### src/rtl/uart_tx_arbiter_pkg.sv
// Shared definitions for the uart transmit arbiter and its picker.
package uart_pkg;

    localparam int unsigned BYTE_W     = 8;
    localparam int unsigned HOLD_CNT_W = 8;

    typedef enum logic [1:0] {
        ST_IDLE      = 2'd0,
        ST_WAIT_BUSY = 2'd1,
        ST_WAIT_DONE = 2'd2,
        ST_HOLD      = 2'd3
    } arb_state_e;

endpackage

### src/rtl/uart_tx_arbiter_if.sv
// Client and uart-side signals of the transmit arbiter.
// master: clients plus uart (environment); slave: the arbiter.
interface uart_tx_arbiter_if
    import uart_pkg::*;
#(
    parameter int unsigned NUM_REQ = 4,
    parameter int unsigned IDX_W   = 2
);

    logic [NUM_REQ-1:0]        req;
    logic [NUM_REQ*BYTE_W-1:0] req_data;
    logic [NUM_REQ-1:0]        req_last;
    logic [NUM_REQ-1:0]        ack;
    logic [NUM_REQ-1:0]        grant;
    logic [IDX_W-1:0]          active_id;
    logic [BYTE_W-1:0]         din;
    logic                      wr_en;
    logic                      tx_busy;
    logic                      pkt_done;
    logic                      pkt_abort;

    modport master (
        output req, req_data, req_last, tx_busy,
        input  ack, grant, active_id, din, wr_en, pkt_done, pkt_abort
    );

    modport slave (
        input  req, req_data, req_last, tx_busy,
        output ack, grant, active_id, din, wr_en, pkt_done, pkt_abort
    );

endinterface

### src/rtl/uart_tx_arbiter_rr_pick.sv
// Combinational round-robin picker: first set request at or after ptr,
// wrapping modulo NUM_REQ.
module rr_pick #(
    parameter int unsigned NUM_REQ = 4,
    parameter int unsigned IDX_W   = 2
) (
    input  logic [NUM_REQ-1:0] req,
    input  logic [IDX_W-1:0]   ptr,
    output logic [NUM_REQ-1:0] pick,
    output logic [IDX_W-1:0]   pick_idx,
    output logic               any
);

    localparam logic [IDX_W:0] N_L = (IDX_W+1)'(NUM_REQ);

    logic [IDX_W:0] pos;
    logic           found;

    // Scan from the pointer upward; the first hit wins.
    always_comb begin
        pick     = '0;
        pick_idx = '0;
        found    = 1'b0;
        pos      = '0;
        for (int unsigned i = 0; i < NUM_REQ; i++) begin
            pos = {1'b0, ptr} + (IDX_W+1)'(i);
            if (pos >= N_L) begin
                pos = pos - N_L;
            end
            if (!found && req[pos[IDX_W-1:0]]) begin
                found                 = 1'b1;
                pick[pos[IDX_W-1:0]]  = 1'b1;
                pick_idx              = pos[IDX_W-1:0];
            end
        end
        any = found;
    end

endmodule

### src/rtl/uart_tx_arbiter.sv
// Round-robin, packet-granular arbiter sharing one uart transmitter
// between NUM_REQ byte-stream clients.
module uart_tx_arbiter
    import uart_pkg::*;
#(
    parameter int unsigned NUM_REQ  = 4,
    parameter int unsigned IDX_W    = 2,
    parameter int unsigned HOLD_MAX = 255
) (
    input logic              clk_50m,
    input logic              rst,
    uart_tx_arbiter_if.slave bus
);

    localparam logic [HOLD_CNT_W-1:0] HOLD_LIM = HOLD_CNT_W'(HOLD_MAX);
    localparam logic [IDX_W-1:0]      LAST_ID  = IDX_W'(NUM_REQ - 1);

    arb_state_e              state_q, state_d;
    logic [NUM_REQ-1:0]      grant_q, grant_d;
    logic [NUM_REQ-1:0]      ack_q, ack_d;
    logic [IDX_W-1:0]        active_id_q, active_id_d;
    logic [BYTE_W-1:0]       din_q, din_d;
    logic                    wr_en_q, wr_en_d;
    logic                    pkt_done_q, pkt_done_d;
    logic                    pkt_abort_q, pkt_abort_d;
    logic [IDX_W-1:0]        ptr_q, ptr_d;
    logic [HOLD_CNT_W-1:0]   hold_cnt_q, hold_cnt_d;
    logic                    last_q, last_d;

    logic [NUM_REQ-1:0]      pick;
    logic [IDX_W-1:0]        pick_idx;
    logic                    pick_any;

    logic                    load_en;
    logic [IDX_W-1:0]        load_idx;
    logic [NUM_REQ-1:0]      load_grant;
    logic [IDX_W-1:0]        ptr_next;
    logic [HOLD_CNT_W-1:0]   hold_inc;

    rr_pick #(
        .NUM_REQ (NUM_REQ),
        .IDX_W   (IDX_W)
    ) u_pick (
        .req      (bus.req),
        .ptr      (ptr_q),
        .pick     (pick),
        .pick_idx (pick_idx),
        .any      (pick_any)
    );

    assign bus.grant     = grant_q;
    assign bus.ack       = ack_q;
    assign bus.active_id = active_id_q;
    assign bus.din       = din_q;
    assign bus.wr_en     = wr_en_q;
    assign bus.pkt_done  = pkt_done_q;
    assign bus.pkt_abort = pkt_abort_q;

    // Next-state logic; byte loads from IDLE and HOLD share one load path.
    always_comb begin
        state_d     = state_q;
        grant_d     = grant_q;
        ack_d       = '0;
        active_id_d = active_id_q;
        din_d       = din_q;
        wr_en_d     = 1'b0;
        pkt_done_d  = 1'b0;
        pkt_abort_d = 1'b0;
        ptr_d       = ptr_q;
        hold_cnt_d  = hold_cnt_q;
        last_d      = last_q;

        load_en    = 1'b0;
        load_idx   = active_id_q;
        load_grant = grant_q;
        ptr_next   = (active_id_q == LAST_ID) ? '0 : active_id_q + 1'b1;
        hold_inc   = hold_cnt_q + 1'b1;

        case (state_q)
            ST_IDLE: begin
                // Never start a byte while the uart may still be shifting.
                if (!bus.tx_busy && pick_any) begin
                    load_en    = 1'b1;
                    load_idx   = pick_idx;
                    load_grant = pick;
                end
            end
            ST_WAIT_BUSY: begin
                if (bus.tx_busy) begin
                    state_d = ST_WAIT_DONE;
                end
            end
            ST_WAIT_DONE: begin
                if (!bus.tx_busy) begin
                    if (last_q) begin
                        pkt_done_d = 1'b1;
                        grant_d    = '0;
                        ptr_d      = ptr_next;
                        hold_cnt_d = '0;
                        state_d    = ST_IDLE;
                    end else begin
                        state_d = ST_HOLD;
                    end
                end
            end
            ST_HOLD: begin
                if (bus.req[active_id_q]) begin
                    load_en = 1'b1;
                end else if (hold_inc == HOLD_LIM) begin
                    pkt_abort_d = 1'b1;
                    grant_d     = '0;
                    ptr_d       = ptr_next;
                    hold_cnt_d  = '0;
                    state_d     = ST_IDLE;
                end else begin
                    hold_cnt_d = hold_inc;
                end
            end
            default: state_d = ST_IDLE;
        endcase

        if (load_en) begin
            grant_d     = load_grant;
            ack_d       = load_grant;
            active_id_d = load_idx;
            wr_en_d     = 1'b1;
            last_d      = bus.req_last[load_idx];
            hold_cnt_d  = '0;
            state_d     = ST_WAIT_BUSY;
            for (int unsigned i = 0; i < NUM_REQ; i++) begin
                if (load_idx == IDX_W'(i)) begin
                    din_d = bus.req_data[i*BYTE_W +: BYTE_W];
                end
            end
        end
    end

    // State and registered outputs; synchronous reset.
    always_ff @(posedge clk_50m) begin
        if (rst) begin
            state_q     <= ST_IDLE;
            grant_q     <= '0;
            ack_q       <= '0;
            active_id_q <= '0;
            din_q       <= '0;
            wr_en_q     <= 1'b0;
            pkt_done_q  <= 1'b0;
            pkt_abort_q <= 1'b0;
            ptr_q       <= '0;
            hold_cnt_q  <= '0;
            last_q      <= 1'b0;
        end else begin
            state_q     <= state_d;
            grant_q     <= grant_d;
            ack_q       <= ack_d;
            active_id_q <= active_id_d;
            din_q       <= din_d;
            wr_en_q     <= wr_en_d;
            pkt_done_q  <= pkt_done_d;
            pkt_abort_q <= pkt_abort_d;
            ptr_q       <= ptr_d;
            hold_cnt_q  <= hold_cnt_d;
            last_q      <= last_d;
        end
    end

endmodule

### src/flat_wrapper.sv
// flat-port wrapper written by rule: the top's interface ports become plain ports
module uart_tx_arbiter_flat import uart_pkg::*;
#(
    parameter int unsigned NUM_REQ  = 4,
    parameter int unsigned IDX_W    = 2,
    parameter int unsigned HOLD_MAX = 255
)
  (clk_50m, rst, bus_req, bus_req_data, bus_req_last, bus_tx_busy, bus_ack, bus_grant, bus_active_id, bus_din, bus_wr_en, bus_pkt_done, bus_pkt_abort);
  uart_tx_arbiter_if #(.NUM_REQ(NUM_REQ), .IDX_W(IDX_W)) bus_i ();
  input logic clk_50m;
  input logic rst;
  input wire logic [$bits(bus_i.req)-1:0] bus_req;
  input wire logic [$bits(bus_i.req_data)-1:0] bus_req_data;
  input wire logic [$bits(bus_i.req_last)-1:0] bus_req_last;
  input wire logic [$bits(bus_i.tx_busy)-1:0] bus_tx_busy;
  output wire logic [$bits(bus_i.ack)-1:0] bus_ack;
  output wire logic [$bits(bus_i.grant)-1:0] bus_grant;
  output wire logic [$bits(bus_i.active_id)-1:0] bus_active_id;
  output wire logic [$bits(bus_i.din)-1:0] bus_din;
  output wire logic [$bits(bus_i.wr_en)-1:0] bus_wr_en;
  output wire logic [$bits(bus_i.pkt_done)-1:0] bus_pkt_done;
  output wire logic [$bits(bus_i.pkt_abort)-1:0] bus_pkt_abort;
  assign bus_i.req = bus_req;
  assign bus_i.req_data = bus_req_data;
  assign bus_i.req_last = bus_req_last;
  assign bus_i.tx_busy = bus_tx_busy;
  assign bus_ack = bus_i.ack;
  assign bus_grant = bus_i.grant;
  assign bus_active_id = bus_i.active_id;
  assign bus_din = bus_i.din;
  assign bus_wr_en = bus_i.wr_en;
  assign bus_pkt_done = bus_i.pkt_done;
  assign bus_pkt_abort = bus_i.pkt_abort;
  uart_tx_arbiter #(.NUM_REQ(NUM_REQ), .IDX_W(IDX_W), .HOLD_MAX(HOLD_MAX)) u_core (.clk_50m(clk_50m), .rst(rst), .bus(bus_i));
endmodule
### config.mk
export PLATFORM = sky130hd
export DESIGN_NAME = uart_tx_arbiter_flat
export DESIGN_NICKNAME = d
export VERILOG_FILES = /design/src/rtl/uart_tx_arbiter_pkg.sv /design/src/rtl/uart_tx_arbiter_if.sv /design/src/rtl/uart_tx_arbiter_rr_pick.sv /design/src/rtl/uart_tx_arbiter.sv /design/src/flat_wrapper.sv
export SDC_FILE = /design/constraint.sdc
export NUM_CORES = 1
export LEC_CHECK = 0
export BUFFER_PORTS_ARGS = -buffer_cell sky130_fd_sc_hd__buf_4
export CORE_AREA = 2 2 58 87
export DETAILED_ROUTE_END_ITERATION = 8
export DIE_AREA = 0 0 60 89
export PLACE_DENSITY_LB_ADDON = 0.3
export SLEW_MARGIN = 5
export SYNTH_ARGS = -nofsm -noshare
export SYNTH_HDL_FRONTEND = slang
export SYNTH_SLANG_ARGS = --single-unit
### constraint.sdc
create_clock -name clk_50m -period 4.2 [get_ports clk_50m]
set_input_delay 0.84 -clock clk_50m [delete_from_list [all_inputs] [get_ports clk_50m]]
set_output_delay 0.84 -clock clk_50m [all_outputs]
set_load 0.1 [all_outputs]
Yosys cells after proc, flatten, opt, wreduce, memory -nomap -nowiden
Cells that the tools add are included.
Word-level totals
  register bits after elaboration: 34
  input port bits: 43
  output and inout port bits: 21
  logic and storage cells: 162
Cells by class
  $add $sub $neg: 9
  order comparisons: 14
  equality and inequality tests: 18
  muxes and demuxes: 74
  bitwise operators: 6
  reduce and logical (&&, ||, !) cells: 29
Operators by type and width (count)
  8-bit 2-to-1 mux: 8
  4-bit 2-to-1 mux: 11
  2-bit 2-to-1 mux: 20
  1-bit 2-to-1 mux: 20
  5-bit AND reduction: 4
  2-bit by 3-bit less-than comparator with 1-bit output (second input constant): 6
  8-bit case mux with 2 select lines: 1
  1-bit binary-select mux with 2-bit select: 6
  4-bit OR: 3
  2-bit equality test (second input constant): 5
  3-bit greater-or-equal comparator (second input constant): 3
  3-bit by 2-bit != test with 1-bit output (second input constant): 3
  8-bit by 1-bit adder with 8-bit output (second input constant): 1
  1-bit demux with 2-bit select: 4
  8-bit equality test (second input constant): 1
  2-bit by 1-bit greater-or-equal comparator with 1-bit output (second input constant): 4
  1-bit logical AND: 8
  4-bit case mux with 2 select lines: 1
  4-bit nonzero test: 2
  2-bit by 1-bit subtractor with 2-bit output (second input constant): 4
  2-bit by 2-bit adder with 3-bit output (second input constant): 2
  2-bit != test (second input constant): 3
  3-bit by 1-bit != test with 1-bit output (second input constant): 2
  2-bit case mux with 3 select lines: 1
  16 further kinds: 27

Longest topological paths before layout
  depth after elaboration: 22
  mapped depth: 11
  gate-level depth less buffers: 9

Cells and area by module
Synthesis repeated with hierarchy kept, for this count alone.
Unflattened totals
  cells, all modules: 234
  area, all modules: 2367.3 µm²
Modules (own cells, without submodules)
  uart_tx_arbiter: instances 1, cells each 189, area each 1945.6 µm², sequential area each 680.7 µm²
  rr_pick: instances 1, cells each 45, area each 421.7 µm², sequential area each 0.0 µm²

Worst setup path after synthesis
No wires, ideal clock.
  path type: register to register
  from: register u_core.active_id_q[0], in the netlist u_core.bus.active_id[0]
  to: register u_core.hold_cnt_q[4]
  library setup time: 0.087 ns
  arrival: 2.767 ns
  required time: 4.113 ns
  slack: 1.346 ns
  cell stages (with the launch flop): 7
  buffers on the path: 0
  clock period less this slack: 2.854 ns
  path through: dfxtp_1 mux4_2 nand2_1 o211ai_1 a211o_1 or4_1 o31ai_1
Between the ends
  word-level cells in the longest chain between the ends: 5
  elaborated cells between the ends (all ways): 7
  those cells by class: eq/ne: 1; mux: 4; reduce/logical: 2
Ends and longest elaborated chain
  start, declared: line uart_tx_arbiter.sv:21  | logic [IDX_W-1:0] active_id_q, active_id_d;
  start signal, assigned: line uart_tx_arbiter.sv:156  | active_id_q <= active_id_d;
  1-bit binary-select mux with 2-bit select *: line uart_tx_arbiter.sv:107  | if (bus.req[active_id_q]) begin
  1-bit 2-to-1 mux (implied by the code) *: line uart_tx_arbiter.sv:107
  1-bit 2-to-1 mux: line uart_tx_arbiter.sv:107
  1-bit case mux with 2 select lines: line uart_tx_arbiter.sv:79  | case (state_q)
  2-bit OR reduction (no source line)
  end signal, assigned: line uart_tx_arbiter.sv:162  | hold_cnt_q <= hold_cnt_d;
  end, declared: line uart_tx_arbiter.sv:27  | logic [HOLD_CNT_W-1:0] hold_cnt_q, hold_cnt_d;
Every way passes the cells marked *; elsewhere a longest branch is shown, timed or not. The select of a mux whose other input is x is not followed.
A chain may end at the register's enable or synchronous reset.

Worst setup path in the final report
  from: register u_core.ptr_q[1]
  to: register u_core.din_q[5], in the netlist u_core.bus.din[5]
Between the ends
  word-level cells in the longest chain between the ends: 21
  elaborated cells between the ends (all ways): 51
  those cells by class: add/sub: 7; order compare: 4; eq/ne: 3; mux: 27; reduce/logical: 10
Ends and longest elaborated chain
  start, declared: line uart_tx_arbiter.sv:26  | logic [IDX_W-1:0] ptr_q, ptr_d;
  start signal, assigned: line uart_tx_arbiter.sv:161  | ptr_q <= ptr_d;
  parallel branches: the longest is 21 deep, another holds 2-bit by 1-bit adder with 3-bit output
  end signal, assigned: line uart_tx_arbiter.sv:157  | din_q <= din_d;
  end, declared: line uart_tx_arbiter.sv:22  | logic [BYTE_W-1:0] din_q, din_d;
Parallel ways; which one is timed is not known. The select of a mux whose other input is x is not followed.

==> metrics.cfg <==
[power]
p_leak_uw = 0.00128
p_total_uw = 2010
power.density_cell_area_nw_per_um2 = 644
vdd_drop_max_v = 0.000488

[cts]
clk_path_buf_depth = 2
post_cts.resized_instances = 0
cts_setup_buffers = 0
worst_setup_hold_path_clk_slew_ps = 70
clkLatencyLatePin_ps = 290
cts.sinks = 34
cts_tree = yes
clock_tree.root_cell = sky130_fd_sc_hd__clkbuf_8
clock_tree.htree_level_count = 2
cts.hold.buffers_added = 0
total_cts_buffers = 5

[synth]
synth_largest_area_cell = sky130_fd_sc_hd__dfxtp_1
post_synth_num_cell_types = 58
number_of_flops_mapped_to_enable_cells_by_yosys = 0
synth_top_cells_by_count = 34 x sky130_fd_sc_hd__dfxtp_1, 24 x sky130_fd_sc_hd__nand2_1, 18 x sky130_fd_sc_hd__inv_1, 18 x sky130_fd_sc_hd__mux2i_1
synthesis.instances = 303
synth.yosys.warnings = 0
synthesis.area_um2 = 2550
yosys.area.top_type_share = 0.267
synthesis.nets = 362
dominantRegCellSynth = sky130_fd_sc_hd__dfxtp_1
syn_area_per_cell_um2 = 8.40
ys_seq_area_frac = 0.267
synth-async-reset-ratio = 0
post-synth-top-count-cell = sky130_fd_sc_hd__dfxtp_1
ys_seq_elements = 34
synth.top_cells.by_area = sky130_fd_sc_hd__dfxtp_1 27%, sky130_fd_sc_hd__ha_1 7.9%, sky130_fd_sc_hd__mux2i_1 7.1%

[floorplanning]
design.die.area_um2 = 5340
floorplan.rows = 30
start_util = 0.561
die_height_um = 89
pin_count = 64
dieWidth_um = 60
fp.coreArea_um2 = 4540

[place]
placedCellCount = 414
globalplace.congestion = 0.900
place_hpwl_um = 4830
port-buffer-count = 63

[critical_path]
critical_path.reg2reg.endpoint = u_core.bus.din[5]$_SDFFE_PP0P_
critPathKind = flop to flop
ff2ff_path_depth = 7
crit_path_max_fanout = 12
worst-r2r-setup-slack_ps = 950
slowest_delay_ps = 680
critical_path.top_delay_family = compound AO/OA/AOI/OAI gates
critical_path.startpoint_type = flop
worstReg2RegStart = u_core.ptr_q[1]$_SDFFE_PP0P_
critical_path.n_buffers_inverters = 1
cp_slowest_cell = sky130_fd_sc_hd__o2111ai_1
critPathLaunch = u_core.ptr_q[1]$_SDFFE_PP0P_
critical_path.endpoint_type = flop
worstPathCellList = inv_1, ha_1, mux4_2, o2111ai_1, nand3_1, a211o_1, o211ai_1
critPathRequiredTime_ps = 4410
worstPathArrival_ps = 3470

[sta]
fin_hold_ws_ps = 477
max_clock_freq_mhz = 307
finalSetupViolCount = 0
post-route-period-util = 0.775
unrepaired_setup_endpoints_after_global_routing = no
totalNegativeSetupSlack_ps = 0
timing_worst_slew_pin_value_ps = 886
worst_clock_skew_ps = 3.97
finalWorstPathRequiredPeriod_ps = 3250
worst_slew_slack_as_a_fraction_of_its_limit = 0.405
finalMaxSlewViolations = 0
final-hold-violation-count = 0

[min_path]
worst_hold_startpoint = u_core.hold_cnt_q[7]$_SDFFE_PP0P_
hold-path-endpoint = u_core.hold_cnt_q[7]$_SDFFE_PP0P_
worstHoldPathType = flop to flop
worst_hold_path.num_cells = 2

[routing]
drc_errors = 0
detailroute.via_count = 2523
wl_um = 6390
final_antenna_net_count = 0
initial_detailed_routing_violation_count = 209
dr.pass1.iters = 5
route.detailed.vias_per_inst = 5.98
drt-wirelength-per-cell_um = 15.1

[global_routing]
grt_pass1_vias = 2324
gr-total-overflow = 0
grt.met3_usage = 0.0463
gr-usage-met2 = 0.442
grt_most_used_layer = met2
grt_first_pass_wirelength_um = 10500
grtUsageMet1 = 0.297
gr-usage-all-layers = 0.250
grt_antenna_before_repair = 0
largest_net_degree_at_the_start_of_global_routing = 18

[layout]
areaGrowthSynthToFinish_pct = 22.9
drive_gt1_frac = 0.257
number_of_diodes = 0
final-instance-count-excl-fill = 422
layout.filler_cells = 385
num-nets-final = 416
final_core_utilization = 0.689

[run_status]
status = completed

[flow_run]
total_of_max_cap_violations = 0

## cells by family after synthesis
logic type               Yosys count  synth area share
buffers and inverters             39            0.0629
XOR/XNOR                           3            0.0103
AND/OR/NAND/NOR                   99             0.213
adder cells (fa/ha/maj)           16            0.0786
AO/OA/AOI/OAI                     89             0.257
multiplexers                      23             0.111
flip-flops                        34             0.267
## per-layer routing
layer,routed length (µm),part of all wire
met1,2520,0.39
met3,291,0.046
met2,3440,0.54
met4,142,0.022
met5,0,0
## how the worst max path moves through the flow
stage	endpoint	slack (ps)	cells past startpoint
floorplan	u_core.hold_cnt_q[4]$_SDFFE_PP0P_	1350	6
global placement	u_core.bus.din[2]$_SDFFE_PP0P_	1010	7
detailed placement	u_core.bus.din[7]$_SDFFE_PP0P_	880	7
CTS	u_core.bus.din[5]$_SDFFE_PP0P_	1000	7
global route	u_core.bus.din[6]$_SDFFE_PP0P_	790	8
finish	u_core.bus.din[5]$_SDFFE_PP0P_	950	7
## power by group
group	switching, µW	total [µW]	internal [µW]	leakage, µW
clock network	121	254	132	0.0000482
logic	909	1300	395	0.000951
registers	57.8	457	399	0.000276
total	1090	2010	926	0.00128
## tightest hold or removal path: stages, from the launching register on
cell and delay (ps):
sky130_fd_sc_hd__dfxtp_1 330, sky130_fd_sc_hd__nand2_1 60, sky130_fd_sc_hd__o21ai_1 50
## area by class of cell
type / count / area, µm² / area share
multi-input combinational: 230 / 1710 / 0.545
clock buffer: 7 / 86.3 / 0.0276
timing repair buffer: 66 / 495 / 0.158
inverter: 20 / 75.1 / 0.0240
clock inverter: 1 / 5.00 / 0.00160
sequential: 34 / 681 / 0.218
tap: 64 / 80.1 / 0.0256
## per-stage QoR
stage / area, µm² / setup slack, ps
finish: 3130 / 946
CTS: 3130 / 1000
global placement: 3040 / 1010
detailed placement: 3040 / 881
global route: 3130 / 794
floorplan: 2550 / 1350
## state kept, by name, indices dropped and copies added (netlist names)
signal	cells
u_core.ptr_q	2
u_core.bus.ack	4
u_core.bus.active_id	2
u_core.bus.wr_en	1
u_core.hold_cnt_q	8
u_core.bus.din	8
u_core.bus.pkt_done	1
u_core.bus.grant	4
u_core.state_q	2
u_core.bus.pkt_abort	1
u_core.last_q	1
## placed cells by master, fill, tap and decap left out, types with 8 or more instances in the layout
cell	n
sky130_fd_sc_hd__a21oi_1	16
sky130_fd_sc_hd__dfxtp_1	34
sky130_fd_sc_hd__ha_1	16
sky130_fd_sc_hd__nand2_1	24
sky130_fd_sc_hd__a211o_1	9
sky130_fd_sc_hd__nor2_1	14
sky130_fd_sc_hd__buf_4	66
sky130_fd_sc_hd__o211ai_1	13
sky130_fd_sc_hd__inv_1	18
sky130_fd_sc_hd__mux2i_1	18
sky130_fd_sc_hd__nand3b_1	8
sky130_fd_sc_hd__o21ai_0	14
sky130_fd_sc_hd__nand3_1	16
(Power assumes the default switching activity.)
